[config.mk]
export PLATFORM = sky130hd
export DESIGN_NAME = mem_stage_flat
export DESIGN_NICKNAME = d
export VERILOG_FILES = /design/src/rtl/mem_stage_if.sv /design/src/rtl/mem_stage.sv /design/src/flat_wrapper.sv
export SDC_FILE = /design/constraint.sdc
export NUM_CORES = 1
export LEC_CHECK = 0
export ABC_AREA = 0
export CAP_MARGIN = 15
export CORE_ASPECT_RATIO = 2
export CORE_MARGIN = 4
export CORE_UTILIZATION = 30
export CTS_BUF_LIST = sky130_fd_sc_hd__clkbuf_16
export DETAILED_ROUTE_END_ITERATION = 7
export PLACE_DENSITY = 0.55
export SLEW_MARGIN = 20
export SYNTH_ARGS = -nofsm -noshare
export SYNTH_HDL_FRONTEND = slang
export SYNTH_SLANG_ARGS = --single-unit
export TNS_END_PERCENT = 100
[constraint.sdc]
create_clock -name clk -period 6 [get_ports clk]
set_input_delay 0.6 -clock clk [delete_from_list [all_inputs] [get_ports clk]]
set_output_delay 0.6 -clock clk [all_outputs]
set_load 0.02 [all_outputs]
[src/rtl/mem_stage_if.sv]
// Execute-to-memory-stage bus: execute outputs in, stall back, writeback/redirect/halt out.
interface mem_stage_if;
    logic       ex_valid;
    logic [7:0] ex_instr;
    logic [7:0] ex_alu_result;
    logic [7:0] ex_write_data;
    logic [7:0] ex_pc_alu;
    logic       stall;
    logic       wb_valid;
    logic       wb_we;
    logic [1:0] wb_rd;
    logic [7:0] wb_data;
    logic       redirect_valid;
    logic [7:0] redirect_pc;
    logic       halted;

    modport master (
        output ex_valid, ex_instr, ex_alu_result, ex_write_data, ex_pc_alu,
        input  stall, wb_valid, wb_we, wb_rd, wb_data, redirect_valid, redirect_pc, halted
    );

    modport slave (
        input  ex_valid, ex_instr, ex_alu_result, ex_write_data, ex_pc_alu,
        output stall, wb_valid, wb_we, wb_rd, wb_data, redirect_valid, redirect_pc, halted
    );
endinterface

[src/rtl/mem_stage.sv]
// Memory stage: LD/ST on an internal byte memory, register writeback, JMP redirect, sticky HALT.
// Optional MEM_CLEAR_ON_RESET_EN: zero the data memory with a one-byte-per-cycle sweep after reset.
module mem_stage #(
    parameter int ADDR_W = 6
) (
    input  logic        clk,
    input  logic        rst_n,
    mem_stage_if.slave  bus
);
    localparam int DEPTH = 2 ** ADDR_W;

`ifdef MEM_CLEAR_ON_RESET_EN
    typedef enum logic [1:0] {IDLE, LOAD_WAIT, HALTED, CLEAR} state_t;
    localparam state_t RST_STATE = CLEAR;
`else
    typedef enum logic [1:0] {IDLE, LOAD_WAIT, HALTED} state_t;
    localparam state_t RST_STATE = IDLE;
`endif

    state_t state_q, state_d;

    logic [7:0]        mem [DEPTH];
    logic [7:0]        rd_data;
    logic [1:0]        ld_rd;
    logic [ADDR_W-1:0] addr;
    logic [1:0]        op, sub, rt;
    logic              accept, is_alu, is_st, is_ld, is_jmp, is_halt;

    logic       wb_valid, wb_we, redirect_valid, halted;
    logic [1:0] wb_rd;
    logic [7:0] wb_data, redirect_pc;

`ifdef MEM_CLEAR_ON_RESET_EN
    logic [ADDR_W-1:0] clr_addr;
`endif

    // Funct bits and address bits above the memory depth do not affect this stage.
    logic unused_bits;
    assign unused_bits = ^{bus.ex_instr[1:0], bus.ex_alu_result[7:ADDR_W]};

    assign op   = bus.ex_instr[7:6];
    assign sub  = bus.ex_instr[5:4];
    assign rt   = bus.ex_instr[3:2];
    assign addr = bus.ex_alu_result[ADDR_W-1:0];

    assign is_alu  = (op == 2'b00) || (op == 2'b01 && (sub == 2'b00 || sub == 2'b11));
    assign is_ld   = (op == 2'b01) && (sub == 2'b01);
    assign is_st   = (op == 2'b01) && (sub == 2'b10);
    assign is_jmp  = (op == 2'b10);
    assign is_halt = (op == 2'b11);

    assign bus.stall = (state_q != IDLE);
    assign accept    = bus.ex_valid && (state_q == IDLE);

    always_comb begin
        state_d = state_q;
        case (state_q)
            IDLE: begin
                if (accept && is_ld)   state_d = LOAD_WAIT;
                if (accept && is_halt) state_d = HALTED;
            end
            LOAD_WAIT: state_d = IDLE;
            HALTED:    state_d = HALTED;
`ifdef MEM_CLEAR_ON_RESET_EN
            CLEAR:     if (clr_addr == ADDR_W'(DEPTH - 1)) state_d = IDLE;
`endif
            default:   state_d = IDLE;
        endcase
    end

    always_ff @(posedge clk or negedge rst_n) begin
        if (!rst_n) begin
            state_q        <= RST_STATE;
            wb_valid       <= 1'b0;
            wb_we          <= 1'b0;
            wb_rd          <= 2'd0;
            wb_data        <= 8'd0;
            redirect_valid <= 1'b0;
            redirect_pc    <= 8'd0;
            halted         <= 1'b0;
            ld_rd          <= 2'd0;
`ifdef MEM_CLEAR_ON_RESET_EN
            clr_addr       <= '0;
`endif
        end else begin
            state_q        <= state_d;
            wb_valid       <= 1'b0;
            wb_we          <= 1'b0;
            redirect_valid <= 1'b0;
            if (accept) begin
                if (is_alu) begin
                    wb_valid <= 1'b1;
                    wb_we    <= 1'b1;
                    wb_rd    <= rt;
                    wb_data  <= bus.ex_alu_result;
                end
                if (is_st || is_jmp || is_halt) wb_valid <= 1'b1;
                if (is_ld) ld_rd <= rt;
                if (is_jmp) begin
                    redirect_valid <= 1'b1;
                    redirect_pc    <= bus.ex_pc_alu;
                end
                if (is_halt) halted <= 1'b1;
            end else if (state_q == LOAD_WAIT) begin
                // Load data was registered at the accept edge; retire it now.
                wb_valid <= 1'b1;
                wb_we    <= 1'b1;
                wb_rd    <= ld_rd;
                wb_data  <= rd_data;
            end
`ifdef MEM_CLEAR_ON_RESET_EN
            if (state_q == CLEAR) clr_addr <= clr_addr + 1'b1;
`endif
        end
    end

    // Memory array carries no reset; the optional sweep zeroes it instead.
    always_ff @(posedge clk) begin
`ifdef MEM_CLEAR_ON_RESET_EN
        if (state_q == CLEAR) mem[clr_addr] <= 8'd0;
        else
`endif
        if (accept && is_st) mem[addr] <= bus.ex_write_data;
        if (accept && is_ld) rd_data <= mem[addr];
    end

    assign bus.wb_valid       = wb_valid;
    assign bus.wb_we          = wb_we;
    assign bus.wb_rd          = wb_rd;
    assign bus.wb_data        = wb_data;
    assign bus.redirect_valid = redirect_valid;
    assign bus.redirect_pc    = redirect_pc;
    assign bus.halted         = halted;
endmodule

[src/flat_wrapper.sv]
// flat-port wrapper written by rule: the top's interface ports become plain ports
module mem_stage_flat 
#(
    parameter int ADDR_W = 6
)
  (clk, rst_n, bus_ex_valid, bus_ex_instr, bus_ex_alu_result, bus_ex_write_data, bus_ex_pc_alu, bus_stall, bus_wb_valid, bus_wb_we, bus_wb_rd, bus_wb_data, bus_redirect_valid, bus_redirect_pc, bus_halted);
  mem_stage_if bus_i ();
  input  logic clk;
  input  logic rst_n;
  input wire logic [$bits(bus_i.ex_valid)-1:0] bus_ex_valid;
  input wire logic [$bits(bus_i.ex_instr)-1:0] bus_ex_instr;
  input wire logic [$bits(bus_i.ex_alu_result)-1:0] bus_ex_alu_result;
  input wire logic [$bits(bus_i.ex_write_data)-1:0] bus_ex_write_data;
  input wire logic [$bits(bus_i.ex_pc_alu)-1:0] bus_ex_pc_alu;
  output wire logic [$bits(bus_i.stall)-1:0] bus_stall;
  output wire logic [$bits(bus_i.wb_valid)-1:0] bus_wb_valid;
  output wire logic [$bits(bus_i.wb_we)-1:0] bus_wb_we;
  output wire logic [$bits(bus_i.wb_rd)-1:0] bus_wb_rd;
  output wire logic [$bits(bus_i.wb_data)-1:0] bus_wb_data;
  output wire logic [$bits(bus_i.redirect_valid)-1:0] bus_redirect_valid;
  output wire logic [$bits(bus_i.redirect_pc)-1:0] bus_redirect_pc;
  output wire logic [$bits(bus_i.halted)-1:0] bus_halted;
  assign bus_i.ex_valid = bus_ex_valid;
  assign bus_i.ex_instr = bus_ex_instr;
  assign bus_i.ex_alu_result = bus_ex_alu_result;
  assign bus_i.ex_write_data = bus_ex_write_data;
  assign bus_i.ex_pc_alu = bus_ex_pc_alu;
  assign bus_stall = bus_i.stall;
  assign bus_wb_valid = bus_i.wb_valid;
  assign bus_wb_we = bus_i.wb_we;
  assign bus_wb_rd = bus_i.wb_rd;
  assign bus_wb_data = bus_i.wb_data;
  assign bus_redirect_valid = bus_i.redirect_valid;
  assign bus_redirect_pc = bus_i.redirect_pc;
  assign bus_halted = bus_i.halted;
  mem_stage #(.ADDR_W(ADDR_W)) u_core (.clk(clk), .rst_n(rst_n), .bus(bus_i));
endmodule
==> results.toml, run 1 <==
[setup_path]
end_kind = "flop"
critPathKind = "in -> reg"
reg2reg_depth = 6
cp-start-kind = "input pin"
timing.rr.start = "u_core.state_q[1]"
r2r_slack_ns = 2.79
path_max_fanout = 58
arrival_ns = 3.72
required_ns = 6.19
r2r-end = "u_core.mem[53][1]"

[timing]
fin_skew_ns = 0.0265
finalCritPeriodShare_pct = 58.9
rsz0062_at_grt = "false"
period_needed_ns = 3.53
finalHoldViolations = 0
slew_violations = 0
setup_viol_count_final = 0
fin_setup_tns_ns = 0
slew_headroom_pct = 17.3
worst_slack_ns = 2.47
max_clock_freq_mhz = 283
worst_pin_slew_ns = 1.24

[layout]
multiInputGateArea_um2 = 4980
utilization_pct = 34.2
nets = 1422
area_delta_synth_final_pct = 13.4
layout-drive-gt1-share_pct = 13.2
fillCellCount = 6808
final_cell_count_no_fill = 2337
antenna_cells = 0
regArea_um2 = 16300

[synthesis]
synth_common_cells = "edfxtp_1 (520), a22oi_1 (91), nor2_1 (89), nand2_1 (57), a21oi_1 (52)"
synth_most_common_cell = "edfxtp_1"
synth-edff-count = 520
yosysSeqAreaShare_pct = 75.0
synth-async-reset-ratio_pct = 4.76
syn_area_per_cell_um2 = 16.1
synth_area_leaders = "edfxtp_1 (72%), a22oi_1 (3.2%), dfrtp_1 (3.0%)"
synth_cell_types = 64
yosysWarnings = 0
ys_ff_latch = 546
syn_inst = 1347
synth.cell_area_um2 = 21700
synth_top_area_share_pct = 72.0
yosys_most_used_dff = "edfxtp_1"
synth_fp_nets = 1384
synth_top_area_cell = "edfxtp_1"

[die]
fp.dieW_um = 198
pin_count = 58
coreArea_um2 = 71800
fp.dieH_um = 388
fp.dieArea_um2 = 76900
start_util_pct = 30.2
rows = 139

[power]
powerDensity_nw_per_um2 = 315
irDropWorstVdd_v = 0.000188
p_leak_nw = 7.60

[routing]
post_drt_wl_per_cell_um = 26.5
antenna_left = 0
routed_wl_mm = 62.0
drt_first_pass_iters = 5
drc = 0
via_count = 12500
viasPerCell = 5.35
drt_iter0_drc = 922

[global_route]
grtUsageTotal_pct = 15.7
met1_usage_pct = 16.5
grtUsageMet3_pct = 1.86
met2_usage_pct = 29.0
grt_max_degree = 86
antenna_found_initial = 1
top_usage_layer = "met2"
grt_pass1_vias = 12700
grt_pass1_wl_mm = 89.1
overflow = 0

[clock_network]
ctsHoldBuffers = 0
clockBufferDepth = 3
tritoncts = "built"
cts_resized = 0
clkSlewWorstSetupHoldPaths_ns = 0.06
cts_setup_buffers = 0
htreeDepth = 2
clk_latency_ns = 0.59
cts_root_buffer = "clkbuf_16"
cts_buffers = 46
clock-sinks = 546

[status]
status = "finished, final reports clean"

[run]
max_cap_viol_count = 0

[placement]
place_inst = 2253
portBuffers = 55
dpl.hpwl_mm = 40.3
gp_congestion = 0.816
dpl_worst_slack_ns = 1.88

[min_path]
hold_class = "in -> async"
## sequential cells by signal, indices dropped and copies added (netlist names)
name / count
u_core.state_q: 2
u_core.bus.wb_rd: 2
u_core.ld_rd: 2
u_core.bus.wb_we: 1
u_core.rd_data: 8
u_core.mem: 512
u_core.bus.wb_valid: 1
u_core.bus.wb_data: 8
u_core.bus.redirect_valid: 1
u_core.bus.halted: 1
u_core.bus.redirect_pc: 8
## per-stage QoR
step	cell area (um2)	hold WS (ns)	total power, mW
3_3_place_gp	23200	0.453	4.96
5_1_grt	24600	0.427	7.99
4_1_cts	24600	0.389	7.82
6_report	24600	0.404	7.75
3_5_place_dp	23200	0.471	4.98
2_1_floorplan	21700	0.304	4.65
## how the worst max path moves through the flow
stage	startpoint	to	slack, ns
after global routing	bus_ex_alu_result[1]	u_core.mem[39][7]	2.39
after CTS	bus_ex_alu_result[1]	u_core.mem[39][3]	2.48
final	bus_ex_alu_result[1]	u_core.mem[39][3]	2.47
after floorplan	bus_ex_alu_result[2]	u_core.mem[11][0]	3.43
after global placement	bus_ex_alu_result[1]	u_core.mem[15][1]	1.92
after detailed placement	bus_ex_alu_result[1]	u_core.mem[15][6]	1.88
## kinds of logic after synthesis
logic type	Yosys count	synth area share, %
compound gates	315	10.5
fa+ha+maj	2	0.115
buf+inv	105	2.20
flops	546	75.0
mux	96	5.27
simple gates	283	6.95
## report_power, final
group          switching, mW  total [mW]  internal (mW)
combinational          0.403       0.633          0.231
clock                   1.36        2.87           1.51
sequential            0.0293        4.25           4.22
total                   1.79        7.75           5.97
## critical path, cell delays in order
cell and delay (ns):
buf_4 0.32, buf_4 0.63, and2_4 0.63, nand2_1 0.60
nor2_1 0.90
## layer usage
| metal | vias up | part of all wire [%] |
|---|---|---|
| met3 | 164 | 4.7 |
| li1 | 5487 | - |
| met4 | 0 | 7.6 |
| met5 | - | 0 |
| met2 | 457 | 54 |
| met1 | 6387 | 34 |
## placed cells by master, fill, tap and decap left out, drive strengths merged, types with 16 or more instances in the layout
cell and n:
a31oi 16, nand3b 25, edfxtp 520, mux2i 41, mux2 45, o22ai 30
a21oi 52, inv 24, a22oi 91, clkinv 16, nand3 16, o21ai 16
a221oi 44, dfrtp 26, buf 44, clkdlybuf4s50 44, nand2 57, clkbuf 47
nor2 89
## area by class of cell
cell class | instances | area share, %
timing repair buffer | 88 | 3.08
clock buffer | 47 | 4.78
tap | 916 | 4.66
clock inverter | 37 | 0.952
inverter | 7 | 0.107
multi-input combinational | 696 | 20.3
sequential | 546 | 66.2
Note: power is estimated with default switching activity, not from simulation.
==> inputs of run 2 (changes only) <==
PLACE_DENSITY = 0.56   (was 0.55)
clock period = 3.15 ns   (was 6 ns; I/O delays follow)
==> run 2 against run 1 <==
Power grew 100%. Flip-flop and latch count is the same. First-iteration DRC count grew 0.65%. Largest power group unchanged. Critical path type is now reg -> reg.
==> results.toml, run 2 (synthesis gave the netlist of run 1 again) <==
[clock_network]
cts_resized = 0
ctsHoldBuffers = 0
clk_latency_ns = 0.60
htreeDepth = 2
tritoncts = "built"
clkSlewWorstSetupHoldPaths_ns = 0.06
clockBufferDepth = 3
cts_root_buffer = "clkbuf_16"
cts_buffers = 47
clock-sinks = 546
cts_setup_buffers = 0

[power]
irDropWorstVdd_v = 0.000405
pwr-share-seq_pct = 52.3
power.net_switching_mw = 3.55
p_int_mw = 11.9
combPwrFrac_pct = 8.4
switching_share_pct = 22.9
clock_power_share_pct = 39.4
p_leak_nw = 8.37
powerDensity_nw_per_um2 = 599

[global_route]
grt_pass1_vias = 13600
antenna_found_initial = 1
grtUsageTotal_pct = 16.6
overflow = 0
grt_max_degree = 65
grt_pass1_wl_mm = 93.6

[placement]
dpl.hpwl_mm = 45.8
portBuffers = 55
gp_congestion = 0.931

[timing]
worst_pin_slew_ns = 1.10
fin_setup_tns_ns = 0
period_needed_ns = 2.47
whs_ns = 0.106
slew_headroom_pct = 26.8
finalCritPeriodShare_pct = 78.3
finalHoldViolations = 0
max_clock_freq_mhz = 405
slew_violations = 0
setup_viol_count_final = 0
fin_skew_ns = 0.0316
rsz0062_at_grt = "false"

[routing]
viasPerCell = 5.23
drc = 0
drt_first_pass_iters = 8
via_count = 13000
antenna_left = 0
drt_iter0_drc = 928
post_drt_wl_per_cell_um = 26.3
routed_wl_mm = 65.0

[setup_path]
end_kind = "flop"
arrival_ns = 2.77
required_ns = 3.45
reg2reg_depth = 6
cp-start-kind = "flop"
critPathKind = "reg -> reg"
path_max_fanout = 8

[layout]
fillCellCount = 6732
nets = 1557
multiInputGateArea_um2 = 4960
layout_commonest_cell = "edfxtp_1"
area_delta_synth_final_pct = 19.3
regArea_um2 = 16300
layout-drive-gt1-share_pct = 21.1
top_register = "u_core.mem"
final_cell_mix = "edfxtp_1 (520), buf_4 (161), a22oi_1 (91), nor2_1 (88), nand2_1 (57)"
largest_reg_flops = 512

[die]
fp.dieArea_um2 = 76900
rows = 139
pin_count = 58
start_util_pct = 30.2
fp.dieH_um = 388
fp.dieW_um = 198
coreArea_um2 = 71800

[min_path]
hold_class = "in -> async"

[run]
max_cap_viol_count = 0

[status]
status = "finished, final reports clean"
## run 2: changes by cell type in the layout (fill, tap and decap cells not counted), moves of 5 or more
cell,change
bufinv_16,+6
inv_1,-11
buf_12,+8
clkinv_1,+5
buf_4,+125
## run 2: stage by stage
step | total power, mW | setup WS (ns) | instances | utilization (%) | instance area [um2]
after floorplan | 8.85 | 0.867 | 1347 | - | 21700
after global placement | 9.54 | 0.220 | 2387 | 33.8 | 24300
after detailed placement | 9.57 | 0.184 | 2387 | 33.8 | 24300
after CTS | 15.6 | 0.644 | 2474 | 36.0 | 25900
after global routing | 16.0 | 0.533 | 2474 | 36.0 | 25900
final | 15.5 | 0.682 | 2475 | 36.0 | 25900
## run 2: layer usage
layer  up-vias  global-route usage, %  wire length [um]
met2       460                   31.7             36200
met1      6574                   16.6             21200
met5         -                      0                 0
met4         0                   10.5              4820
met3       157                   1.78              2770
li1       5759                      -                 -
## run 2: power groups by stage
stage / registers, mW / clock network (mW) / logic [mW]
after floorplan: 8.38 / 0 / 0.473
after global placement: 8.26 / 0 / 1.28
after detailed placement: 8.26 / 0 / 1.31
after CTS: 8.10 / 6.21 / 1.31
after global routing: 8.11 / 6.49 / 1.38
final: 8.10 / 6.10 / 1.30
## run 2: worst max-delay path: stages, from the launching register on
cell and delay [ns]:
dfrtp_1 0.42, nor3b_2 0.24, nand3_1 0.21, nor2_1 0.24, nand2_1 0.36, nor2_1 0.49
buf_4 0.22
## run 2: final cells by class
class	count	share of cell area, %
tap	916	4.43
clock inverter	40	1.66
inverter	7	0.102
multi-input combinational	696	19.2
sequential	546	62.9
antenna	1	0.00967
clock buffer	47	4.55
timing repair buffer	222	7.19
## run 2: final timing paths
path | start | endpoint | slack [ns]
setup / recovery | u_core.state_q[1] | u_core.mem[63][0] | 0.68
hold reg to reg | u_core.bus.halted | u_core.bus.halted | 0.48
max in group asynchronous | rst_n | u_core.bus.wb_data[0] | 2.79
min in group clk | bus_ex_write_data[2] | u_core.mem[62][2] | 0.22
hold / removal | rst_n | u_core.bus.redirect_pc[3] | 0.11
setup reg to reg | u_core.state_q[1] | u_core.mem[63][0] | 0.68
